<file path="src/rtl/add_pipe_if.sv">
// add_pipe_if: operand/result handshake bundle for add_pipe.
//   in_valid/in_ready   operand transfer handshake
//   a, b, sub, cin      operands and operation select (sampled on transfer)
//   out_valid/out_ready result transfer handshake
//   sum, cout           result and carry-out / no-borrow
//   ovf, zr, ng         status flags, present only with ADD_PIPE_FLAGS_EN
// Modports: master = operand producer / result consumer, slave = add_pipe.
interface add_pipe_if #(
  parameter int WIDTH = 16
);
  logic             in_valid;
  logic             in_ready;
  logic [WIDTH-1:0] a;
  logic [WIDTH-1:0] b;
  logic             sub;
  logic             cin;
  logic             out_valid;
  logic             out_ready;
  logic [WIDTH-1:0] sum;
  logic             cout;
`ifdef ADD_PIPE_FLAGS_EN
  logic             ovf;
  logic             zr;
  logic             ng;

  modport master (
    output in_valid, a, b, sub, cin, out_ready,
    input  in_ready, out_valid, sum, cout, ovf, zr, ng
  );
  modport slave (
    input  in_valid, a, b, sub, cin, out_ready,
    output in_ready, out_valid, sum, cout, ovf, zr, ng
  );
`else
  modport master (
    output in_valid, a, b, sub, cin, out_ready,
    input  in_ready, out_valid, sum, cout
  );
  modport slave (
    input  in_valid, a, b, sub, cin, out_ready,
    output in_ready, out_valid, sum, cout
  );
`endif
endinterface

</file>
<file path="src/rtl/add_pipe.sv">
// add_pipe: pipelined adder/subtractor, one SLICE-bit slice resolved per stage
// with the carry registered between stages. STAGES = WIDTH/SLICE, latency
// STAGES cycles, one result per clock, per-stage valid/ready backpressure.
//   clk    rising-edge clock
//   rst_n  asynchronous active-low reset
//   bus    add_pipe_if.slave (operand handshake in, result handshake out)
// Optional feature: define ADD_PIPE_FLAGS_EN to add ovf/zr/ng status flags
// registered alongside the result.
// SLICE must divide WIDTH.
module add_pipe #(
  parameter int WIDTH = 16,
  parameter int SLICE = 4
) (
  input logic       clk,
  input logic       rst_n,
  add_pipe_if.slave bus
);
  localparam int STAGES = WIDTH / SLICE;
  // Inter-stage registers exist only between stages; keep at least one entry
  // so the arrays stay legal for the single-stage build.
  localparam int SKEW = (STAGES > 1) ? STAGES - 1 : 1;

  // Per-stage inputs: either the bus (stage 0) or the previous stage's regs.
  logic [WIDTH-1:0] a_in [STAGES];
  logic [WIDTH-1:0] b_in [STAGES];
  logic [WIDTH-1:0] s_in [STAGES];
  logic             c_in [STAGES];
  logic             v_in [STAGES];
  logic [STAGES:0]  rdy;

  // Inter-stage registers: operands carried along for the upper slices
  // still to be resolved, completed low sum bits, and the slice carry.
  logic [WIDTH-1:0] a_reg [SKEW];
  logic [WIDTH-1:0] b_reg [SKEW];
  logic [WIDTH-1:0] s_reg [SKEW];
  logic             c_reg [SKEW];
  logic             v_reg [STAGES];

  logic [WIDTH-1:0] sum_reg;
  logic             cout_reg;

  assign rdy[STAGES]   = bus.out_ready;
  assign bus.in_ready  = rdy[0];
  assign bus.out_valid = v_reg[STAGES-1];
  assign bus.sum       = sum_reg;
  assign bus.cout      = cout_reg;

`ifdef ADD_PIPE_FLAGS_EN
  logic ovf_reg;
  logic zr_reg;
  logic ng_reg;

  assign bus.ovf = ovf_reg;
  assign bus.zr  = zr_reg;
  assign bus.ng  = ng_reg;
`endif

  generate
    for (genvar gi = 0; gi < STAGES; gi++) begin : g_stage
      logic [SLICE:0]   slice_sum;
      logic [WIDTH-1:0] sum_next;
      logic             load;

      if (gi == 0) begin : g_src
        // Subtraction is a + ~b + ~borrow_in.
        assign a_in[gi] = bus.a;
        assign b_in[gi] = bus.sub ? ~bus.b : bus.b;
        assign c_in[gi] = bus.sub ^ bus.cin;
        assign s_in[gi] = '0;
        assign v_in[gi] = bus.in_valid;
      end else begin : g_src
        assign a_in[gi] = a_reg[gi-1];
        assign b_in[gi] = b_reg[gi-1];
        assign c_in[gi] = c_reg[gi-1];
        assign s_in[gi] = s_reg[gi-1];
        assign v_in[gi] = v_reg[gi-1];
      end

      assign slice_sum = {1'b0, a_in[gi][gi*SLICE +: SLICE]}
                       + {1'b0, b_in[gi][gi*SLICE +: SLICE]}
                       + {{SLICE{1'b0}}, c_in[gi]};

      always_comb begin
        sum_next = s_in[gi];
        sum_next[gi*SLICE +: SLICE] = slice_sum[SLICE-1:0];
      end

      // A stage can take new data when it is empty or its successor moves;
      // this lets bubbles collapse behind a stalled output.
      assign rdy[gi] = !v_reg[gi] || rdy[gi+1];
      // Data only loads for a real upstream item so bubbles leave it intact.
      assign load    = rdy[gi] && v_in[gi];

      always_ff @(posedge clk or negedge rst_n) begin
        if (!rst_n) begin
          v_reg[gi] <= 1'b0;
        end else if (rdy[gi]) begin
          v_reg[gi] <= v_in[gi];
        end
      end

      if (gi < STAGES - 1) begin : g_fwd
        always_ff @(posedge clk or negedge rst_n) begin
          if (!rst_n) begin
            a_reg[gi] <= '0;
            b_reg[gi] <= '0;
            s_reg[gi] <= '0;
            c_reg[gi] <= 1'b0;
          end else if (load) begin
            a_reg[gi] <= a_in[gi];
            b_reg[gi] <= b_in[gi];
            s_reg[gi] <= sum_next;
            c_reg[gi] <= slice_sum[SLICE];
          end
        end
      end else begin : g_out
        always_ff @(posedge clk or negedge rst_n) begin
          if (!rst_n) begin
            sum_reg  <= '0;
            cout_reg <= 1'b0;
          end else if (load) begin
            sum_reg  <= sum_next;
            cout_reg <= slice_sum[SLICE];
          end
        end

`ifdef ADD_PIPE_FLAGS_EN
        // Signed overflow: operands agree in sign but the result does not.
        always_ff @(posedge clk or negedge rst_n) begin
          if (!rst_n) begin
            ovf_reg <= 1'b0;
            zr_reg  <= 1'b0;
            ng_reg  <= 1'b0;
          end else if (load) begin
            ovf_reg <= (a_in[gi][WIDTH-1] == b_in[gi][WIDTH-1]) &&
                       (sum_next[WIDTH-1] != a_in[gi][WIDTH-1]);
            zr_reg  <= (sum_next == '0);
            ng_reg  <= sum_next[WIDTH-1];
          end
        end
`endif
      end
    end
  endgenerate
endmodule

</file>
<file path="src/flat_wrapper.sv">
// flat-port wrapper written by rule: the top's interface ports become plain ports
module add_pipe_flat 
#(
  parameter int WIDTH = 16,
  parameter int SLICE = 4
)
  (clk, rst_n, bus_in_valid, bus_a, bus_b, bus_sub, bus_cin, bus_out_ready, bus_in_ready, bus_out_valid, bus_sum, bus_cout);
  add_pipe_if #(.WIDTH(WIDTH)) bus_i ();
  input logic clk;
  input logic rst_n;
  input wire logic [$bits(bus_i.in_valid)-1:0] bus_in_valid;
  input wire logic [$bits(bus_i.a)-1:0] bus_a;
  input wire logic [$bits(bus_i.b)-1:0] bus_b;
  input wire logic [$bits(bus_i.sub)-1:0] bus_sub;
  input wire logic [$bits(bus_i.cin)-1:0] bus_cin;
  input wire logic [$bits(bus_i.out_ready)-1:0] bus_out_ready;
  output wire logic [$bits(bus_i.in_ready)-1:0] bus_in_ready;
  output wire logic [$bits(bus_i.out_valid)-1:0] bus_out_valid;
  output wire logic [$bits(bus_i.sum)-1:0] bus_sum;
  output wire logic [$bits(bus_i.cout)-1:0] bus_cout;
  assign bus_i.in_valid = bus_in_valid;
  assign bus_i.a = bus_a;
  assign bus_i.b = bus_b;
  assign bus_i.sub = bus_sub;
  assign bus_i.cin = bus_cin;
  assign bus_i.out_ready = bus_out_ready;
  assign bus_in_ready = bus_i.in_ready;
  assign bus_out_valid = bus_i.out_valid;
  assign bus_sum = bus_i.sum;
  assign bus_cout = bus_i.cout;
  add_pipe #(.WIDTH(WIDTH), .SLICE(SLICE)) u_core (.clk(clk), .rst_n(rst_n), .bus(bus_i));
endmodule
</file>
<file path="config.mk">
export PLATFORM = sky130hd
export DESIGN_NAME = add_pipe_flat
export DESIGN_NICKNAME = d
export VERILOG_FILES = /design/src/rtl/add_pipe_if.sv /design/src/rtl/add_pipe.sv /design/src/flat_wrapper.sv
export SDC_FILE = /design/constraint.sdc
export NUM_CORES = 1
export LEC_CHECK = 0
export CAP_MARGIN = 20
export CORE_MARGIN = 5
export CORE_UTILIZATION = 40
export DETAILED_ROUTE_END_ITERATION = 10
export DONT_BUFFER_PORTS = 1
export PLACE_DENSITY = 0.6
export SYNTH_ARGS = -nofsm -noshare
export SYNTH_HDL_FRONTEND = slang
export SYNTH_SLANG_ARGS = --single-unit
export TNS_END_PERCENT = 20
</file>
<file path="constraint.sdc">
create_clock -name clk -period 1.7 [get_ports clk]
set_input_delay 0.51 -clock clk [delete_from_list [all_inputs] [get_ports clk]]
set_output_delay 0.51 -clock clk [all_outputs]
set_load 0.01 [all_outputs]
</file>
# Word-level counts from Yosys, hierarchy flattened
# Cells that the tools add are included.
[word_totals] reg_bits=144 word_cells=41 out_inout_bits=19
[op_classes] n_addsub=8 bitwise=2 reduce_logical=12 mux=1
[ops] operator="4-bit by 4-bit adder with 5-bit output" count=4
[ops] operator="5-bit by 1-bit adder with 5-bit output" count=4
[ops] operator="16-bit two-way mux" count=1
[ops] operator="16-bit NOT" count=1
[ops] operator="1-bit logical AND" count=4
[ops] operator="1-bit zero test" count=4
[ops] operator="1-bit logical OR" count=4
[ops] operator="1-bit XOR" count=1

# Depth between registers and ports, before layout
# Gate-level depths: netlist (run 1).
[depth] word_depth=6 ltp_mapped=8

# Worst setup path before layout (run 1)
# Ideal clock, no wire load.
[synth_path] path_type="input to register" from="input bus_sub" to="register u_core.c_reg (netlist bit u_core.c_in[2])" cell_stages=8 setup_ps=128 path_buffers=2 t_arrival_ps=2270 setup_slack_ps=-698 required_time_ps=1572 path_cell_list="buf_2 -> buf_2 -> xor2_1 -> fa_1 -> fa_1 -> a21o_1 -> a21oi_1 -> o21ai_0"
[synth_via] elab_chain_len=3
[synth_rtl] element="start: declaration" line_no="flat_wrapper.sv:14" rtl="input wire logic [$bits(bus_i.sub)-1:0] bus_sub;"
[synth_rtl] element="16-bit two-way mux" line_no="add_pipe.sv:67" rtl="assign b_in[gi] = bus.sub ? ~bus.b : bus.b;"
[synth_rtl] element="4-bit by 4-bit adder with 5-bit output" line_no="add_pipe.sv:80" rtl="+ {1'b0, b_in[gi][gi*SLICE +: SLICE]}"
[synth_rtl] element="5-bit by 1-bit adder with 5-bit output (*)" line_no="add_pipe.sv:81" rtl="+ {{SLICE{1'b0}}, c_in[gi]};"
[synth_rtl] element="end signal: indexed assignment" line_no="add_pipe.sv:113" rtl="c_reg[gi] <= slice_sum[SLICE];"
[synth_rtl] element="end: declaration" line_no="add_pipe.sv:36" rtl="logic c_reg [SKEW];"
# Every way passes the cells marked *; elsewhere a longest branch is shown, timed or not.
# A chain may end at the register's enable or synchronous reset.

# Worst setup path in the final report (run 1)
[layout_path] from="register u_core.v_reg (netlist bit u_core.bus.out_valid)" to="output bus_in_ready"
[layout_via] elab_chain_len=5
[layout_rtl] element="start: declaration" line_no="add_pipe.sv:37" rtl="logic v_reg [STAGES];"
[layout_rtl] element="start signal: indexed assignment" line_no="add_pipe.sv:98" rtl="v_reg[gi] <= v_in[gi];"
[layout_rtl] element="1-bit zero test" line_no="add_pipe.sv:90" rtl="assign rdy[gi] = !v_reg[gi] || rdy[gi+1];"
[layout_rtl] element="1-bit logical OR (4 in series)" line_no="add_pipe.sv:90"
[layout_rtl] element="end: declaration" line_no="flat_wrapper.sv:17" rtl="output wire logic [$bits(bus_i.in_ready)-1:0] bus_in_ready;"
# Every way passes these cells.

==> impl_metrics.env, run 1 <==
export IMPL_netlist_cell_type_count=22
export IMPL_start_util_pct=40.99
export IMPL_place_gp_congestion=0.6968
export IMPL_synth_compound_area_share_pct=5.851
export IMPL_vdd_drop_max_mv=0.5218
export IMPL_gr_total_overflow=0
export IMPL_io_pin_count=57
export IMPL_violations="negative hold slack"
export IMPL_grt_max_degree=97
export IMPL_synth_seq_area_share_pct=57.02
export IMPL_first_pass_iters=3
export IMPL_fill_cells=948
export IMPL_combPwrFrac_pct=25.0
export IMPL_htree_levels=3
export IMPL_final_util_pct=45.39
export IMPL_coreArea_mm2=0.01028
export IMPL_fin_crit_sh_pct=99.60
export IMPL_port_buffers=0
export IMPL_whs_ns=-0.1546
export IMPL_path_clk_slew_ns=0.09
export IMPL_synth_top_family_by_area="multiplexers"
export IMPL_hp_class="primary input to async pin"
export IMPL_ant_nets=0
export IMPL_die_area_mm2=0.01268
export IMPL_clockBufferDepth=2
export IMPL_worstPathArrival_ns=1.18
export IMPL_fin_crit_ns=1.693
export IMPL_num_vias=2205
export IMPL_switchingPower_uw=2069
export IMPL_first_iter_violations=54
export IMPL_dp_hpwl_mm=4.713
export IMPL_clock_sinks=96
export IMPL_num_antenna_cells=0
export IMPL_layout_drive_gt1_share_pct=29.41
export IMPL_grt_pass1_wl_mm=11.96
export IMPL_grt_pass1_vias=2335
export IMPL_ff_latch_area_mm2=0.002404
export IMPL_root_buffer="clkbuf_8"
export IMPL_yosysTopAreaCell="dfrtp_1"
export IMPL_synth_adder_area_share_pct=7.366
export IMPL_path_class="register to primary output"
export IMPL_start_kind="register"
export IMPL_grt_usage_pct=11.90
export IMPL_routed_wl_mm=6.854
export IMPL_synthSimpleGateAreaFrac_pct=4.277
export IMPL_synth_xor_area_share_pct=5.198
export IMPL_synth_fp_nets=366
export IMPL_fin_skew_ns=0.01303
export IMPL_die_width_um=112.6
export IMPL_max_slew_margin_pct=83.27
export IMPL_rsz0062_at_grt="yes"
export IMPL_dpl_worst_slack_ns=-0.2373
export IMPL_worst_slack_ns=0.006839
export IMPL_crit_path_end_kind="primary output"
export IMPL_synth_top_area_share_pct=57.02
export IMPL_fin_nets=376
export IMPL_insertion_delay_ns=0.35
export IMPL_p_int_uw=4958
export IMPL_routed_via_density=4.804
export IMPL_run_status="finished with violations"
export IMPL_power_share_sequential_pct=52.0
export IMPL_synth_area_top_cells="dfrtp_1 (57%), mux2_2 (15%), fa_1 (3.8%)"
export IMPL_ys_ff_latch=96
export IMPL_clkPwrFrac_pct=23.0
export IMPL_hold_viol=96
export IMPL_ys_warn_count=0
export IMPL_cts_buffers=9
export IMPL_setup_viol=0
export IMPL_synthesis_area_mm2=0.004213
export IMPL_die_y_um=112.6
export IMPL_slew_violations=0
export IMPL_switching_share_pct=29.44
export IMPL_tightest_slew_ns=0.2492
export IMPL_avgRoutedWirePerCell_um=14.93
export IMPL_clock_fmax_mhz=590.6
export IMPL_row_count=37
export IMPL_route_detailed_drc=0
export IMPL_crit_required_ns=1.19
export IMPL_maxCapViolations=0
export IMPL_multi_input_area_mm2=0.001717
export IMPL_power_density_mw_per_mm2=1506
export IMPL_crit_path_max_fanout=4
export IMPL_antenna_found_initial=0
export IMPL_cts_tree="built"
export IMPL_synthToLayoutAreaGrowth_pct=10.72
export IMPL_synthCells=308
export IMPL_leakagePower_uw=0.002062
export IMPL_synth_area_mux_share_pct=17.64
export IMPL_synth_area_per_cell_um2=13.68
[final timing paths]
kind                       slack (ns)                  from  depth (start not counted)                             to
min                             -0.15                 rst_n                          0  u_core.g_stage[2].sum_next[1]
min reg2reg                      0.48       u_core.b_in[47]                          2                u_core.b_in[47]
max in group asynchronous        1.72                 rst_n                          0             u_core.bus.sum[12]
max reg2reg                      0.02       u_core.a_in[36]                          5                 u_core.c_in[1]
max                             0.007  u_core.bus.out_valid                          2                   bus_in_ready
min in group clk                 0.26          bus_in_valid                          1                 u_core.v_in[2]
[cell usage after synthesis]
cell	n
xor2_1	11
dfrtp_1	96
buf_6	2
buf_4	2
o21ai_0	26
mux2_2	56
nand2_2	2
a21o_1	8
buf_2	7
or2_2	1
nand4b_4	1
a21oi_1	8
inv_1	9
o21ai_4	1
nand2_1	28
clkbuf_2	1
mux2_1	10
xnor2_1	14
nand2b_1	4
nand3b_1	1
fa_1	8
ha_1	12
[metrics by stage]
step | total power, uW | cell area [um2] | instances | TNS, ns
2_1_floorplan | 5006 | 4227 | 308 | -1.744
3_3_place_gp | 5395 | 4423 | 442 | -0.6240
3_5_place_dp | 5503 | 4423 | 442 | -0.7177
4_1_cts | 7153 | 4662 | 459 | -0.02060
5_1_grt | 7581 | 4664 | 459 | -0.09656
6_report | 7027 | 4664 | 459 | 0
[placed cells by master, fill, tap and decap left out]
master / netlist / routed
o21ai_1: 0 / 1
clkinv_4: 0 / 1
nand2_1: 28 / 28
nand2b_1: 4 / 4
a21oi_1: 8 / 8
nand4b_4: 1 / 1
or2_4: 0 / 1
o21ai_4: 1 / 1
fa_1: 8 / 2
dfrtp_2: 0 / 1
inv_1: 9 / 9
dfrtp_1: 96 / 95
nand3b_1: 1 / 1
a21o_1: 8 / 8
ha_1: 12 / 12
mux2_1: 10 / 10
nand2_2: 2 / 2
buf_4: 2 / 8
clkinvlp_4: 0 / 3
buf_12: 0 / 3
o21ai_0: 26 / 25
bufinv_16: 0 / 2
mux2_2: 56 / 56
xor2_1: 11 / 11
xnor2_1: 14 / 14
clkbuf_8: 0 / 9
clkinv_2: 0 / 1
fa_2: 0 / 6
[cell families (layout without fill, tap and decap cells)]
kind of cell	after synthesis	in the layout
AO/OA/AOI/OAI	43	43
flip-flops	96	96
XOR/XNOR	25	25
AND/OR/NAND/NOR	37	37
adder cells (fa/ha/maj)	20	20
multiplexers	66	66
buffers and inverters	21	36
[power by group through the flow]
stage | Combinational, uW | Clock [uW] | Sequential, uW
floorplan | 1470 | 0 | 3540
global placement | 1710 | 0 | 3690
detailed placement | 1780 | 0 | 3730
CTS | 1800 | 1680 | 3680
global route | 2020 | 1780 | 3780
finish | 1760 | 1610 | 3660
[final cells by class]
| cell class | count | share of cell area (%) |
|---|---|---|
| flip-flops and latches | 96 | 51.53 |
| multi-input cells | 191 | 36.80 |
| well taps | 136 | 3.648 |
| clock buffers | 9 | 2.656 |
| repair buffers | 11 | 2.575 |
| clock inverters | 7 | 2.065 |
| inverters | 9 | 0.7242 |
[timing repair]
item / 4_1_cts / 5_1_grt
cloned: 0 / 0
setup buffers: 1 / 0
pin swaps: 0 / 5
endpoints found under the setup margin: 4 / 5
resized for setup: 5 / 2
endpoints found under the hold margin: 96 / 96
[routing by layer]
layer	vias to the layer above	routed length, um	global-route usage (%)
met2	41	3246	18.05
li1	1067	-	-
met3	7	360	3.774
met4	0	91	4.808
met1	1090	3155	15.82
met5	-	0	0
[critical path, stage by stage (launching register included)]
cell	delay, ns
dfrtp_2	0.45
nand4b_4	0.12
or2_4	0.26
Note: power is estimated with default switching activity, not from simulation.
==> inputs of run 2 (changes only) <==
- CELL_PAD_IN_SITES_DETAIL_PLACEMENT: not set -> 0
- CELL_PAD_IN_SITES_GLOBAL_PLACEMENT: not set -> 1
- PLACE_DENSITY: 0.6 -> 0.7
- SLEW_MARGIN: not set -> 0
==> run 2 against run 1 <==
- the flow still finishes with violations (negative hold slack)
- die area stayed put
- global-route usage rose by 0.31 points
- sequential share of layout area fell by 0.25 points
- sequential power about the same
- largest cell class unchanged
==> impl_metrics.env, run 2 (synthesis results as in run 1) <==
export IMPL_worst_slack_ns=0.007134
export IMPL_num_antenna_cells=0
export IMPL_switching_share_pct=29.26
export IMPL_synthToLayoutAreaGrowth_pct=11.26
export IMPL_dp_hpwl_mm=4.717
export IMPL_start_util_pct=40.99
export IMPL_grt_usage_pct=12.21
export IMPL_routed_wl_mm=6.973
export IMPL_p_int_uw=5111
export IMPL_fin_nets=376
export IMPL_rsz0062_at_grt="yes"
export IMPL_wl_met3_um=336
export IMPL_final_util_pct=45.61
export IMPL_cts_tree="built"
export IMPL_clkPwrFrac_pct=24.9
export IMPL_crit_path_end_kind="primary output"
export IMPL_highest_layer="met4"
export IMPL_fin_crit_ns=1.693
export IMPL_coreArea_mm2=0.01028
export IMPL_grt_pass1_vias=2415
export IMPL_cts_buffers=9
export IMPL_crit_required_ns=1.19
export IMPL_clock_sinks=96
export IMPL_hp_class="primary input to async pin"
export IMPL_final_common_cell="dfrtp_1"
export IMPL_avgRoutedWirePerCell_um=15.19
export IMPL_switchingPower_uw=2114
export IMPL_worstPathArrival_ns=1.18
export IMPL_htree_levels=3
export IMPL_path_class="register to primary output"
export IMPL_path_clk_slew_ns=0.10
export IMPL_leakagePower_uw=0.002077
export IMPL_gr_total_overflow=0
export IMPL_fin_crit_sh_pct=99.58
export IMPL_tightest_slew_ns=0.2208
export IMPL_grt_pass1_wl_mm=12.17
export IMPL_first_iter_violations=88
export IMPL_die_width_um=112.6
export IMPL_clock_fmax_mhz=590.7
export IMPL_violations="negative hold slack"
export IMPL_fin_skew_ns=0.008151
export IMPL_num_vias=2212
export IMPL_run_status="finished with violations"
export IMPL_ant_nets=0
export IMPL_hold_viol=96
export IMPL_clockBufferDepth=2
export IMPL_power_share_sequential_pct=50.5
export IMPL_crit_path_max_fanout=4
export IMPL_mostFrequentLayoutCells="dfrtp_1 (95), mux2_2 (56), nand2_1 (28), o21ai_0 (25), xnor2_1 (14)"
export IMPL_route_detailed_drc=0
export IMPL_combPwrFrac_pct=24.5
export IMPL_layout_drive_gt1_share_pct=29.41
export IMPL_wl_met1_mm=3.280
export IMPL_maxCapViolations=0
export IMPL_first_pass_iters=4
export IMPL_die_y_um=112.6
export IMPL_fin_cells=459
export IMPL_start_kind="register"
export IMPL_grt_max_degree=97
export IMPL_dpl_worst_slack_ns=-0.2162
export IMPL_finalSetupTns_ns=0
export IMPL_root_buffer="clkbuf_8"
export IMPL_vdd_drop_max_mv=0.4954
export IMPL_max_slew_margin_pct=85.18
export IMPL_io_pin_count=57
export IMPL_routed_via_density=4.819
export IMPL_place_gp_congestion=0.6634
export IMPL_power_density_mw_per_mm2=1542
export IMPL_port_buffers=0
export IMPL_dp_cells=442
export IMPL_antenna_found_initial=0
export IMPL_wl_met2_mm=3.166
export IMPL_slew_violations=0
export IMPL_whs_ns=-0.1707
export IMPL_setup_viol=0
export IMPL_row_count=37
export IMPL_power_uw=7225
export IMPL_insertion_delay_ns=0.37
export IMPL_die_area_mm2=0.01268
## run 2: cell types whose count changed in the layout (fill, tap and decap cells not counted)
cell	previous run	this run
bufinv_16	2	3
clkinvlp_4	3	2
inv_6	0	1
clkinv_4	1	0
## run 2: area by class of cell
type	count	area [um2]
Clock buffer	9	123.9
Sequential cell	96	2404
Tap cell	136	170.2
Fill cell	976	5590
Clock inverter	7	118.9
Inverter	9	33.78
Multi-Input combinational cell	191	1717
Timing Repair Buffer	11	120.1
## run 2: timing repair
action,CTS,global route
endpoints found under the hold margin,96,96
resized for setup,4,3
endpoints found under the setup margin,3,6
pin swaps,1,1
setup buffers,1,0
## run 2: routing by layer
metal  up-vias  track usage, %
li1       1071               -
met1      1085           16.07
met2        43           18.17
met3        13           3.235
met4         0           6.971
met5         -               0
## run 2: through the flow
| stage | hold slack (ns) | cell area, um2 |
|---|---|---|
| detailed placement | 0.2167 | 4423 |
| global placement | 0.2171 | 4423 |
| finish | -0.1707 | 4687 |
| global route | -0.2062 | 4687 |
| CTS | -0.1967 | 4682 |
| floorplan | 0.2144 | 4227 |
## run 2: path summary, 6_finish.rpt
check,startpoint,end,slack [ns],depth (start not counted)
max in group asynchronous,rst_n,u_core.bus.sum[9],1.76,0
max,u_core.bus.out_valid,bus_in_ready,0.007,2
min reg2reg,u_core.g_stage[1].sum_next[3],u_core.g_stage[1].sum_next[3],0.49,2
min,rst_n,u_core.b_in[30],-0.17,0
max reg2reg,u_core.a_in[36],u_core.c_in[1],0.02,5
min in group clk,bus_in_valid,u_core.v_in[2],0.25,1
## run 2: power by group through the flow
stage | combinational, uW | clock, uW | sequential (uW)
detailed placement | 1770 | 0 | 3720
CTS | 1800 | 1860 | 3670
global route | 2050 | 1950 | 3770
finish | 1770 | 1800 | 3650
floorplan | 1470 | 0 | 3540
global placement | 1710 | 0 | 3680
## run 2: worst max-delay path, stage by stage (launching register included)
cell      delay (ns)
dfrtp_2         0.45
nand4b_4        0.11
or2_4           0.26
